File: config.mk
export PLATFORM = sky130hd
export DESIGN_NAME = data_memory_unit
export DESIGN_NICKNAME = d
export VERILOG_FILES = /design/src/rtl/data_memory_unit.sv
export SDC_FILE = /design/constraint.sdc
export NUM_CORES = 2
export LEC_CHECK = 0
export CAP_MARGIN = 20
export CORE_MARGIN = 3
export CORE_UTILIZATION = 31
export CTS_CLUSTER_SIZE = 12
export DETAILED_ROUTE_END_ITERATION = 6
export PLACE_DENSITY = 0.56
export SLEW_MARGIN = 15
export SYNTH_ARGS = -nofsm -noshare
export SYNTH_HDL_FRONTEND = slang
export SYNTH_SLANG_ARGS = --single-unit
File: constraint.sdc
create_clock -name clk -period 18.6 [get_ports clk]
set_input_delay 3.72 -clock clk [delete_from_list [all_inputs] [get_ports clk]]
set_output_delay 3.72 -clock clk [all_outputs]
set_load 0.02 [all_outputs]
File: src/rtl/data_memory_unit.sv
// Data memory for the lab CPU datapath: LOAD / STORE / LOAD-ADDRESS under valid/ready,
// with a hardware fill of the whole array after every reset.
module data_memory_unit #(
  parameter int DATA_W    = 8,
  parameter int ADDR_W    = 8,
  parameter int INIT_MODE = 1
) (
  input  logic              clk,
  input  logic              rst,
  input  logic              req_valid,
  output logic              req_ready,
  input  logic [3:0]        op,
  input  logic [ADDR_W-1:0] address,
  input  logic [DATA_W-1:0] ra,
  output logic [DATA_W-1:0] read_data,
  output logic              rd_valid,
  output logic              init_done
);
  localparam int DEPTH = 2**ADDR_W;

  localparam logic [3:0] OP_LOAD  = 4'd13;
  localparam logic [3:0] OP_STORE = 4'd14;
  localparam logic [3:0] OP_LDA   = 4'd15;

  typedef enum logic {INIT, RUN} state_t;

  state_t            state, state_nxt;
  logic [ADDR_W-1:0] fill_ptr;
  logic [DATA_W-1:0] fill_word;
  logic [DATA_W-1:0] mem [DEPTH];
  logic              accept;
  logic              is_load, is_store, is_lda;

  assign is_load  = (op == OP_LOAD);
  assign is_store = (op == OP_STORE);
  assign is_lda   = (op == OP_LDA);

  // Both flags are pure functions of the state: they rise on the edge that ends the fill
  // and only fall again through rst.
  assign req_ready = (state == RUN);
  assign init_done = (state == RUN);

  // Next state, request acceptance and fill pattern.
  always_comb begin
    state_nxt = state;
    accept    = 1'b0;
    fill_word = '0;
    case (state)
      INIT: if (fill_ptr == '1) state_nxt = RUN;
      RUN:  accept = req_valid;
      default: state_nxt = INIT;
    endcase
    // Index cast to the word width: truncates or zero-extends as needed.
    if (INIT_MODE == 1) fill_word = DATA_W'(fill_ptr);
  end

  // State register.
  always_ff @(posedge clk) begin
    if (rst) state <= INIT;
    else     state <= state_nxt;
  end

  // Fill pointer; wraps to 0 on the last fill write and is then left alone.
  always_ff @(posedge clk) begin
    if (rst)                fill_ptr <= '0;
    else if (state == INIT) fill_ptr <= fill_ptr + 1'b1;
  end

  // Array writes: fill during INIT, stores during RUN. Nothing is written on a reset edge.
  always_ff @(posedge clk) begin
    if (!rst) begin
      if (state == INIT)          mem[fill_ptr] <= fill_word;
      else if (accept && is_store) mem[address] <= ra;
    end
  end

  // Read result and its one-cycle valid; reads see the array before this edge's store,
  // so a load followed by a store to the same word returns the old value.
  always_ff @(posedge clk) begin
    if (rst) begin
      read_data <= '0;
      rd_valid  <= 1'b0;
    end else begin
      rd_valid <= accept && (is_load || is_lda);
      if (accept && is_load)     read_data <= mem[address];
      else if (accept && is_lda) read_data <= DATA_W'(address);
    end
  end
endmodule

# Word-level counts from Yosys, hierarchy flattened
# Memory sizes are Yosys's and may differ from the RTL's.
# Index checks and enable logic that the tools add are counted.
[word_totals] mem_count=1 regBits=18 out_inout_bits=11 input_bits=23 ramBits=2048 wordCells=32
[classes] n_reduce_logical=7 n_addsub=1 n_eq_ne=4 n_mux=15
[mem_list] name="mem" depth=256 word_bits=8 rd=1 rd_ports_with_merged_regs=0 write_ports=1 line="30" rtl="logic [DATA_W-1:0] mem [DEPTH];"
[ops] op="$mux W8" n=4
[ops] op="$eq A4 B4 Y1 const B" n=3
[ops] op="$mux W1" n=11
[ops] op="$add A8 B1 Y8 const B" n=1
[ops] op="$eq A8 B8 Y1 const B" n=1
[ops] op="$reduce_or A8 Y1" n=1
[ops] op="$logic_and A1 B1 Y1" n=4
[ops] op="$reduce_bool A2 Y1" n=1
[ops] op="$logic_or A1 B1 Y1" n=1

# Longest topological paths before layout
[logic_depth] word_depth=8 depth_mapped=13

# Least setup slack after synthesis
# Ideal clock, no wire load.
[synth_path] path_type="input-to-reg" from="input req_valid" to="memory mem[0][0], data pin" path_buffers=3 arrival_time_ns=14.531 required_time_ns=16.411 setup_ns=2.189 slack_ns=1.880 cell_stages=6 path_cell_list="and4_1 and3_1 clkbuf_1 buf_4 clkbuf_1 o21ai_0"
[synth_between] elab_chain_cells=8
[synth_lines] element="start: declaration" line="10" rtl="input logic req_valid,"
[synth_lines] element="$mux W1" line="48" rtl="case (state)"
[synth_lines] element="$logic_and A1 B1 Y1" line="73" rtl="else if (accept && is_store) mem[address] <= ra;"
[synth_lines] element="$mux W1" line="73"
[synth_lines] element="$mux W1" line="72" rtl="if (state == INIT) mem[fill_ptr] <= fill_word;"
[synth_lines] element="$mux W1" line="71" rtl="if (!rst) begin"
[synth_lines] element="$mux W1 (implied by the code)" line="73"
[synth_lines] element="$reduce_or A8 Y1 (no source line)"
[synth_lines] element="$mux W8 (no source line)"
[synth_lines] element="end: declaration" line="30"
# Every way passes these cells.

# Worst setup path after layout
[layout_path] from="input op[1]" to="memory mem[15][5], enable pin"
[layout_between] elab_chain_cells=8 word_cells_on_any_way=9 cone_classes="eq/ne (1); mux (6); reduce/logical (2)"
[layout_lines] element="start: declaration" line="12" rtl="input logic [3:0] op,"
[layout_lines] element="$eq A4 B4 Y1 (*)" line="35" rtl="assign is_store = (op == OP_STORE);"
[layout_lines] element="$logic_and A1 B1 Y1 (*)" line="73"
[layout_lines] element="$mux W1 (*)" line="73"
[layout_lines] element="$mux W1 (*)" line="72"
[layout_lines] element="$mux W1 (*)" line="71"
[layout_lines] element="$mux W1 (implied by the code) (*)" line="73"
[layout_lines] element="$reduce_or A8 Y1 (no source line)"
[layout_lines] element="$mux W8 (no source line) / $mux W1 (equally long branches)"
# Mark *: on every way between the ends. The rest lies on a longest branch, timed or not.

==> metrics.yaml <==
critical_path:
  worst_path_dominant_cell_family: "simple AND/OR/NAND/NOR gates"
  max_stage_delay_ps: 1070
  cp-start-kind: "input pin"
  slowest_stage: "clkdlybuf4s50_1"
  path_class: "input pin to flop"
  path_buf_inv: 1
  required_ps: 19040
  rrSetupSlack_ps: 12690
  end_kind: "flop"
  cp_cell_sequence: "clkdlybuf4s50_1, nand3_1, o21ai_0, nand2_1, nor2_1"
  crit_path_max_fanout: 25
  arrival_ps: 8750
synthesis:
  synthArstFlopShare_pct: 0
  synth-edff-count: 2048
  yosysSeqAreaShare_pct: 76.1
  avgSynthCellArea_sq_um: 20.5
  syn_inst: 3957
  ys_warn_count: 0
  synth_nets: 3981
  synth_area_sq_um: 81300
  synth-main-ff-cell: "edfxtp_1"
  ys_ff_latch: 2066
  ys_types: 79
global_route:
  grt_pass1_vias: 41500
  grt_pass1_wl_mm: 331
  grtUsageTotal_pct: 17.3
  antenna_found_initial: 14
  grt_max_degree: 185
  overflow: 0
layout:
  fill_cells: 24200
  drive_gt1_share_pct: 20.1
  ff_latch_area_sq_um: 61900
  multiInputGateArea_sq_um: 17800
  fin_nets: 4093
  flow.area_growth_from_synthesis_pct: 12.6
clock_network:
  cts_setup_buffers: 0
  root_buffer: "clkbuf_16"
  cts_resized: 0
  cts_hold_buf: 0
  clk_pin_slew_ps: 60
  cts_sinks: 2066
  cts_tree: "built"
  cts_made_buffers: 206
  htreeDepth: 4
  clock_latency_ps: 840
  cts_buffer_depth: 3
routing:
  postRouteWirelength_mm: 237
  drc: 0
  antenna_left: 0
  drtIter0Drc: 5354
  via_per_inst: 5.36
  wl_per_cell_um: 30.7
  vias: 41400
  firstDrtPassIters: 5
floorplanning:
  dieArea_sq_um: 268000
  io_pins: 34
  die_w_um: 518
  rows: 187
  initial_core_util_pct: 31.2
  core_area_sq_um: 260000
  dieHeight_um: 518
placement:
  place_hpwl_mm: 145
  io_buffers: 33
  gp_congestion: 0.875
timing:
  rsz0062_at_grt: "no"
  fin_tns_setup_ps: 0
  hold_viol_final: 0
  tightest_slew_ps: 1240
  setup_viol: 0
  period_needed_ps: 8310
  clock.fmax_ghz: 0.120
  timing.final.crit_share_pct: 44.7
  holdWs_ps: 617
  relSlewSlack_pct: 17.0
  finalMaxSlewViolations: 0
  fin_worst_skew_ps: 46.2
pwr:
  p_leak_nw: 28.3
  ir_drop_v: 0.0000980
  powerDensity_nw_per_um2: 103
  finalPower_w: 0.00942
worst_hold_path:
  hp-class: "flop to flop"
status:
  status: "complete, no violations"
flow_run:
  cap_violations: 0
-- worst register-to-register path: stages (launching register included) --
cell     delay, ps
dfxtp_1        900
and4_1         770
nand3_1        800
o21ai_0       1070
nand2_1        890
nor2_1        1070
-- where the power goes --
part	internal, W	switching (W)
clock network	0.00214	0.00172
registers	0.00509	0.00000186
logic	0.000152	0.000316
-- per-stage QoR --
step,std cells,area (sq um),utilization (%),setup slack [ps]
after detailed placement,7352,85300,32.8,9630
final,7716,91500,35.2,10290
after CTS,7696,91400,35.1,10500
after global routing,7703,91500,35.2,10280
after global placement,7347,85200,32.8,9480
after floorplan,3957,81300,-,1880
-- final timing paths --
path / from / to / depth (start not counted)
worst min register to register: read_data[5] / read_data[5] / 2
worst max-delay path: op[1] / mem[15][5] / 5
worst max register to register: init_done / mem[15][5] / 5
worst min-delay path: read_data[5] / read_data[5] / 2
-- logic make-up (layout without fill, tap and decap cells) --
family	count (synthesis)	after routing	share of synthesized area [%]
other	0	15	0
buffers and inverters	255	503	2.17
adder cells (fa/ha/maj)	1	1	0.0154
XOR/XNOR	7	7	0.0754
AO/OA/AOI/OAI	390	390	3.51
flip-flops	2066	2066	76.1
AND/OR/NAND/NOR	584	584	3.24
multiplexers	654	654	14.9
-- routing by layer --
layer	part of all wire, %	global-route usage (%)	vias to the layer above
li1	-	-	16700
met1	40	23.3	22300
met2	47	27.0	1993
met3	9.0	4.25	428
met4	4.1	6.94	6
met5	0.018	0	-
-- synth_stat cells (33+ instances only) --
cell type     n  share of area, %
clkbuf_1     91              0.42
mux4_2      421                12
o22ai_1      45              0.35
nand2_1      93              0.43
a21oi_1      52              0.32
nor2_1      306               1.4
buf_2        61              0.38
o21ai_0      33              0.20
buf_6        34              0.47
mux2i_1     202               2.5
a22oi_1      81              0.75
edfxtp_1   2048                76
nand2b_1     34              0.26
-- cell type report --
class,count,area share [%]
Sequential cell,2066,67.6
Inverter,11,0.0506
Clock inverter,64,0.588
Multi-Input combinational cell,1636,19.4
Clock buffer,280,6.04
Timing Repair Buffer,148,1.44
Tap cell,3496,4.78
Antenna cell,15,0.0410
-- flip-flops by register name (all words and copies together) (netlist names) --
name,cells
init_done,1
read_data,8
rd_valid,1
mem,2048
fill_ptr,8
-- cells in the final DEF (no fill, tap or decap), types with 7 or more instances in the layout --
cell                n
nand4_1            15
mux2i_1           202
mux2_2             14
o21ai_1            10
nor2_1            305
a211oi_1           20
a22o_1             10
a2111oi_0           9
nand3_1            22
nor3_1             27
nor4_1              7
o21ai_0            28
nand2_1            87
inv_1               8
o221ai_1           19
clkinv_2           12
o22ai_1            45
clkdlybuf4s50_1    27
a22oi_1            81
a21oi_1            51
a221o_1            14
a31oi_1            13
mux4_2            421
clkbuf_1           69
dfxtp_1            18
edfxtp_1         2048
nand2b_1           33
nor2b_1            10
or2_2              19
diode_2            15
buf_4             105
clkbuf_16         210
mux4_1             16
a221oi_1           27
nor3b_1            11
o211ai_1            8
clkinv_1           37
No activity file was read; power rests on OpenSTA's default activity.
